### src/rtl/ws2812_pkg.sv
// ws2812_pkg: shared FSM states, channel widths and frame-length helper for the WS2812 chain driver.
package ws2812_pkg;

    typedef enum logic [1:0] {IDLE, HIGH, LOW, LATCH} state_t;

    localparam int GRB_W = 24;
    localparam int CH_W  = 8;

    function automatic int frame_bits(input int num_leds);
        return GRB_W * num_leds;
    endfunction

endpackage

### src/rtl/ws2812_bit_timer.sv
// ws2812_bit_timer: times the HIGH and LOW phase of one bit and flags the last cycle of each phase.
module ws2812_bit_timer #(
    parameter int T0H_CYC = 35,
    parameter int T1H_CYC = 70,
    parameter int BIT_CYC = 125
) (
    input  logic clk,
    input  logic rst_n,
    input  logic run,
    input  logic high,
    input  logic bit_val,
    output logic phase_end
);

    localparam int CW = $clog2(BIT_CYC + 1);
    localparam logic [CW-1:0] T0H_LAST = CW'(T0H_CYC - 1);
    localparam logic [CW-1:0] T1H_LAST = CW'(T1H_CYC - 1);
    localparam logic [CW-1:0] T0L_LAST = CW'(BIT_CYC - T0H_CYC - 1);
    localparam logic [CW-1:0] T1L_LAST = CW'(BIT_CYC - T1H_CYC - 1);

    logic [CW-1:0] cnt;
    logic [CW-1:0] last;

    always_comb begin
        last      = high ? (bit_val ? T1H_LAST : T0H_LAST) : (bit_val ? T1L_LAST : T0L_LAST);
        phase_end = run && (cnt == last);
    end

    // restarting on phase_end lets the next phase begin counting in the same cycle the FSM switches
    always_ff @(posedge clk) begin
        if (!rst_n || !run || phase_end) cnt <= '0;
        else cnt <= cnt + 1'b1;
    end

endmodule

### src/rtl/ws2812_chain_driver.sv
// ws2812_chain_driver: serialises a masked GRB frame onto a WS2812 chain, then holds the latch gap.
// Define WS2812_BRIGHTNESS_EN to add bright_shift, which right-shifts every channel at the snapshot.
module ws2812_chain_driver
    import ws2812_pkg::*;
#(
    parameter int NUM_LEDS  = 5,
    parameter int T0H_CYC   = 35,
    parameter int T1H_CYC   = 70,
    parameter int BIT_CYC   = 125,
    parameter int LATCH_CYC = 6000
) (
    input  logic                      clk,
    input  logic                      rst_n,
    input  logic [GRB_W*NUM_LEDS-1:0] grb_in,
    input  logic [NUM_LEDS-1:0]       led_en,
    input  logic                      start,
`ifdef WS2812_BRIGHTNESS_EN
    input  logic [2:0]                bright_shift,
`endif
    output logic                      busy,
    output logic                      done,
    output logic                      dout
);

    localparam int NB = frame_bits(NUM_LEDS);
    localparam int IW = $clog2(NB);
    localparam int LW = $clog2(LATCH_CYC + 1);

    state_t        state;
    logic [NB-1:0] frame;
    logic [NB-1:0] masked;
    logic [IW-1:0] idx;
    logic [LW-1:0] lcnt;
    logic          phase_end;

    // channel c belongs to LED c/3, matching led_en bit order
    always_comb begin
        masked = '0;
        for (int c = 0; c < 3 * NUM_LEDS; c++)
`ifdef WS2812_BRIGHTNESS_EN
            masked[c*CH_W +: CH_W] = (grb_in[c*CH_W +: CH_W] & {CH_W{led_en[c/3]}}) >> bright_shift;
`else
            masked[c*CH_W +: CH_W] = grb_in[c*CH_W +: CH_W] & {CH_W{led_en[c/3]}};
`endif
    end

    ws2812_bit_timer #(
        .T0H_CYC(T0H_CYC),
        .T1H_CYC(T1H_CYC),
        .BIT_CYC(BIT_CYC)
    ) u_timer (
        .clk      (clk),
        .rst_n    (rst_n),
        .run      (state == HIGH || state == LOW),
        .high     (state == HIGH),
        .bit_val  (frame[idx]),
        .phase_end(phase_end)
    );

    always_ff @(posedge clk) begin
        if (!rst_n) begin
            state <= IDLE;
            frame <= '0;
            idx   <= '0;
            lcnt  <= '0;
            dout  <= 1'b0;
            busy  <= 1'b0;
            done  <= 1'b0;
        end else begin
            done <= 1'b0;
            case (state)
                IDLE: if (start) begin
                    frame <= masked;
                    idx   <= IW'(NB - 1);
                    state <= HIGH;
                    dout  <= 1'b1;
                    busy  <= 1'b1;
                end
                HIGH: if (phase_end) begin
                    state <= LOW;
                    dout  <= 1'b0;
                end
                LOW: if (phase_end) begin
                    if (idx == '0) state <= LATCH;
                    else begin
                        idx   <= idx - 1'b1;
                        state <= HIGH;
                        dout  <= 1'b1;
                    end
                end
                LATCH: if (lcnt == LW'(LATCH_CYC - 1)) begin
                    lcnt  <= '0;
                    state <= IDLE;
                    busy  <= 1'b0;
                    done  <= 1'b1;
                end else lcnt <= lcnt + 1'b1;
                default: state <= IDLE;
            endcase
        end
    end

endmodule

### config.mk
export PLATFORM = sky130hd
export DESIGN_NAME = ws2812_chain_driver
export DESIGN_NICKNAME = d
export VERILOG_FILES = /design/src/rtl/ws2812_pkg.sv /design/src/rtl/ws2812_bit_timer.sv /design/src/rtl/ws2812_chain_driver.sv
export SDC_FILE = /design/constraint.sdc
export NUM_CORES = 1
export LEC_CHECK = 0
export ABC_AREA = 1
export CAP_MARGIN = 20
export CORE_MARGIN = 8
export CORE_UTILIZATION = 48
export CTS_CLUSTER_DIAMETER = 40
export DETAILED_ROUTE_END_ITERATION = 8
export PLACE_DENSITY = 0.77
export SYNTH_ARGS = -nofsm -noshare
export SYNTH_HDL_FRONTEND = slang
export SYNTH_SLANG_ARGS = --single-unit
### constraint.sdc
create_clock -name clk -period 2.8 [get_ports clk]
set_input_delay 0.42 -clock clk [delete_from_list [all_inputs] [get_ports clk]]
set_output_delay 0.42 -clock clk [all_outputs]
set_load 0.01 [all_outputs]
==> metrics.txt <==
# TYPE chip_impl_metric gauge
chip_impl_metric{name="setup-violations-final",unit=""} 17
chip_impl_metric{name="htreeDepth",unit=""} 4
chip_impl_metric{name="cts.reportedPaths.clkPinSlew",unit="ps"} 60
chip_impl_metric{name="insertedDiodeCount",unit=""} 0
chip_impl_metric{name="timing.critical_path.arrival",unit="ps"} 3290
chip_impl_metric{name="routed_wire_length_per_instance",unit="µm"} 16.1
chip_impl_metric{name="cell_count_final_fillers_out",unit=""} 1388
chip_impl_metric{name="detailedPlacementHpwl",unit="mm"} 13.9
chip_impl_info{name="timing.critical_path.from_type",value="flop"} 1
chip_impl_info{name="violated_checks",value="negative setup slack"} 1
chip_impl_metric{name="post-place-cells",unit=""} 1332
chip_impl_metric{name="fillerInstances",unit=""} 1183
chip_impl_metric{name="dp_slack",unit="ps"} -94.0
chip_impl_metric{name="multiInputGateArea",unit="µm²"} 3890
chip_impl_metric{name="min_path_cells",unit=""} 2
chip_impl_metric{name="final-seq-area",unit="µm²"} 3050
chip_impl_metric{name="worst-slew-pin-transition",unit="ps"} 784
chip_impl_metric{name="clock.fmax",unit="MHz"} 335
chip_impl_metric{name="design.portCount",unit=""} 131
chip_impl_info{name="highest_count_cells_in_the_layout_ignoring_fill_and_taps",value="214 x sky130_fd_sc_hd__nand2_1, 150 x sky130_fd_sc_hd__dfxtp_1, 137 x sky130_fd_sc_hd__a21oi_1"} 1
chip_impl_metric{name="port_buffers",unit=""} 130
chip_impl_info{name="hold_path_class",value="flop to flop"} 1
chip_impl_metric{name="global_route.overflow_total",unit=""} 0
chip_impl_metric{name="post-route-worst-setup-slack",unit="ps"} -189
chip_impl_info{name="mostFrequentLayoutCell",value="sky130_fd_sc_hd__nand2_1"} 1
chip_impl_metric{name="cts_inserted_buffers",unit=""} 17
chip_impl_metric{name="fin_worst_skew",unit="ps"} 8.30
chip_impl_metric{name="die_w",unit="µm"} 139
chip_impl_metric{name="detail_route.wirelength",unit="mm"} 22.4
chip_impl_metric{name="syn_inst",unit=""} 1058
chip_impl_metric{name="synth_top_cell_area_share",unit="%"} 41.8
chip_impl_metric{name="power.density",unit="nW/µm²"} 1000
chip_impl_metric{name="count_of_maximum_capacitance_violations",unit=""} 0
chip_impl_metric{name="antenna_found_initial",unit=""} 0
chip_impl_metric{name="place_congestion",unit=""} 0.848
chip_impl_metric{name="yosysSeqAreaShare",unit="%"} 41.8
chip_impl_metric{name="area_growth",unit="%"} 39.8
chip_impl_metric{name="crit_fanout",unit=""} 6
chip_impl_metric{name="drt_via_density",unit=""} 5.44
chip_impl_info{name="post_synth_main_area_contributors",value="sky130_fd_sc_hd__dfxtp_1 42%, sky130_fd_sc_hd__nand2_1 12%, sky130_fd_sc_hd__nand3_1 11%"} 1
chip_impl_metric{name="cts.sink_count",unit=""} 152
chip_impl_metric{name="ys_seq_elements",unit=""} 152
chip_impl_metric{name="detailedRoute.firstIterationViolations",unit=""} 780
chip_impl_metric{name="total_die_area",unit="µm²"} 19400
chip_impl_info{name="tritoncts",value="done"} 1
chip_impl_metric{name="ys_warn_count",unit=""} 0
chip_impl_metric{name="timing.final.crit_share",unit="%"} 107
chip_impl_metric{name="detail_route.drc_violations",unit=""} 0
chip_impl_metric{name="chipHeight",unit="µm"} 139
chip_impl_metric{name="power.leakage",unit="µW"} 0.00394
chip_impl_metric{name="max-clock-path-buffers",unit=""} 2
chip_impl_metric{name="layout-drive-gt1-share",unit="%"} 13.2
chip_impl_metric{name="ff2ff_path_depth",unit=""} 22
chip_impl_metric{name="syn_avg_cell_area",unit="µm²"} 6.89
chip_impl_info{name="worst_hold_startpoint",value="frame[61]$_SDFFE_PN0P_"} 1
chip_impl_info{name="kind_of_critical_path",value="flop to flop"} 1
chip_impl_metric{name="antenna_violating_nets_post_route",unit=""} 0
chip_impl_metric{name="grt_util_all_layers",unit="%"} 21.9
chip_impl_info{name="synth.largest_area_cell",value="sky130_fd_sc_hd__dfxtp_1"} 1
chip_impl_metric{name="timing.final.max_slew_violations",unit=""} 0
chip_impl_metric{name="detailroute.via_count",unit=""} 7555
chip_impl_metric{name="start_util",unit="%"} 48.5
chip_impl_info{name="regToRegStartpoint",value="idx[0]$_SDFFE_PN0P_"} 1
chip_impl_info{name="r2r-end",value="idx[1]$_SDFFE_PN0P_"} 1
chip_impl_metric{name="placeableCoreArea",unit="µm²"} 15000
chip_impl_info{name="unrepaired_setup_endpoints_after_global_routing",value="yes"} 1
chip_impl_info{name="hold_end",value="frame[61]$_SDFFE_PN0P_"} 1
chip_impl_metric{name="firstDrtPassIters",unit=""} 7
chip_impl_metric{name="syn-cell-area",unit="µm²"} 7280
chip_impl_metric{name="slew_headroom",unit="%"} 47.5
chip_impl_metric{name="worstSkewPairLatency",unit="ps"} 430
chip_impl_metric{name="syn-num-nets",unit=""} 1194
chip_impl_metric{name="vdd_ir_max",unit="µV"} 578
chip_impl_metric{name="core.rowCount",unit=""} 45
chip_impl_metric{name="synth.lib_cells_used.distinct",unit=""} 31
chip_impl_metric{name="grt_max_degree",unit=""} 109
chip_impl_info{name="worst_setup_path_end_kind",value="flop"} 1
chip_impl_metric{name="wire_length_of_the_first_global_routing_pass",unit="mm"} 35.1
chip_impl_metric{name="worst_ep_required",unit="ps"} 3100
chip_impl_metric{name="hold_viol",unit=""} 0
chip_impl_metric{name="final_period_minus_worst_setup_slack",unit="ps"} 2990
chip_impl_metric{name="setup_tns",unit="ps"} -2400
chip_impl_info{name="run_status",value="finished, violations left"} 1
chip_impl_metric{name="cts_hold_buffers",unit=""} 0
chip_impl_metric{name="num-nets-final",unit=""} 1323
chip_impl_info{name="cts.root.buffer_cell",value="sky130_fd_sc_hd__clkbuf_16"} 1
chip_impl_metric{name="first_global_vias",unit=""} 7225
chip_impl_metric{name="reg2reg_slack",unit="ps"} -190
Yosys cell counts (all sizes together):
cell	count
xnor2	3
a21oi	138
nor3	8
nor3b	1
o21ai	19
xor2	6
buf	20
o211a	1
nand3	162
clkbuf	53
nand4	2
ha	8
a31oi	2
nand3b	1
clkinv	1
o31ai	1
a211oi	57
inv	99
o221ai	1
nor4	3
nor2	82
nand2	237
or2	1
dfxtp	152
where the power goes:
part / switching (µW) / internal, µW
registers: 224 / 2540
logic: 2870 / 2140
clock network: 912 / 1500
logic make-up after synthesis:
group                    Yosys count  synth area share (%)
XOR/XNOR                           9                  1.08
flip-flops                       152                  41.8
AND/OR/NAND/NOR                  497                  29.1
buffers and inverters            173                  9.46
AO/OA/AOI/OAI                    219                  17.2
adder cells (fa/ha/maj)            8                  1.37
flip-flops by register name (all words and copies together), names as in the netlist:
register / count
frame: 120
lcnt: 13
idx: 7
u_timer.cnt: 7
state: 2
busy: 1
done: 1
dout: 1
critical path, cell delays in order, from the launching register on:
cell and delay [ps]:
sky130_fd_sc_hd__dfxtp_4 450, sky130_fd_sc_hd__clkinv_8 100, sky130_fd_sc_hd__buf_8 150, sky130_fd_sc_hd__buf_6 130, sky130_fd_sc_hd__nand2_1 50, sky130_fd_sc_hd__nand3_1 90
sky130_fd_sc_hd__nand3_1 160, sky130_fd_sc_hd__nand2_1 70, sky130_fd_sc_hd__nor2_1 90, sky130_fd_sc_hd__nor2_1 50, sky130_fd_sc_hd__nand2_1 60, sky130_fd_sc_hd__nand3_2 100
sky130_fd_sc_hd__nand2_2 120, sky130_fd_sc_hd__inv_2 60, sky130_fd_sc_hd__ha_4 230, sky130_fd_sc_hd__nor3_4 150, sky130_fd_sc_hd__a31oi_4 60, sky130_fd_sc_hd__nor4_4 200
sky130_fd_sc_hd__nand3_4 170, sky130_fd_sc_hd__nand2_4 130, sky130_fd_sc_hd__nand2_4 80, sky130_fd_sc_hd__nand2_1 100, sky130_fd_sc_hd__a21oi_1 70
worst max-delay path by stage:
| stage | slack (ps) | end | from |
|---|---|---|---|
| 6_report | -190 | idx[1]$_SDFFE_PN0P_ | idx[0]$_SDFFE_PN0P_ |
| 5_1_grt | -330 | idx[6]$_SDFFE_PN0P_ | idx[0]$_SDFFE_PN0P_ |
| 4_1_cts | -20 | idx[1]$_SDFFE_PN0P_ | idx[0]$_SDFFE_PN0P_ |
| 3_5_place_dp | -90 | state[0]$_SDFFE_PN0P_ | idx[0]$_SDFFE_PN0P_ |
| 3_3_place_gp | -20 | idx[0]$_SDFFE_PN0P_ | idx[0]$_SDFFE_PN0P_ |
| 2_1_floorplan | 200 | idx[2]$_SDFFE_PN0P_ | idx[0]$_SDFFE_PN0P_ |
routing by layer:
layer	GRT usage [%]	wire length (µm)
met2	35.2	10500
met1	28.3	9810
met4	9.53	598
met5	0	0
met3	4.13	1450
cell type report:
cell class	count	area share, %
Clock buffer	18	4.31
Clock inverter	14	1.77
Inverter	100	3.83
Multi-Input combinational cell	734	38.2
Sequential cell	152	29.9
Tap cell	188	2.31
Timing Repair Buffer	182	19.6
per-stage QoR:
stage | util (%) | power (µW) | hold WS [ps] | cell area, µm²
after floorplan | - | 5270 | 422 | 7280
after global placement | 58.9 | 6380 | 431 | 8860
after detailed placement | 58.9 | 6440 | 443 | 8860
after CTS | 65.2 | 9520 | 464 | 9800
after global routing | 67.7 | 10800 | 481 | 10200
final | 67.7 | 10200 | 465 | 10200
what timing repair did:
item | CTS | global route
setup endpoints to repair | 17 | 17
gates cloned | 5 | 4
setup buffers | 10 | 9
pin swaps | 9 | 16
resized for setup | 29 | 71
Power figures use the tool's default switching activity.
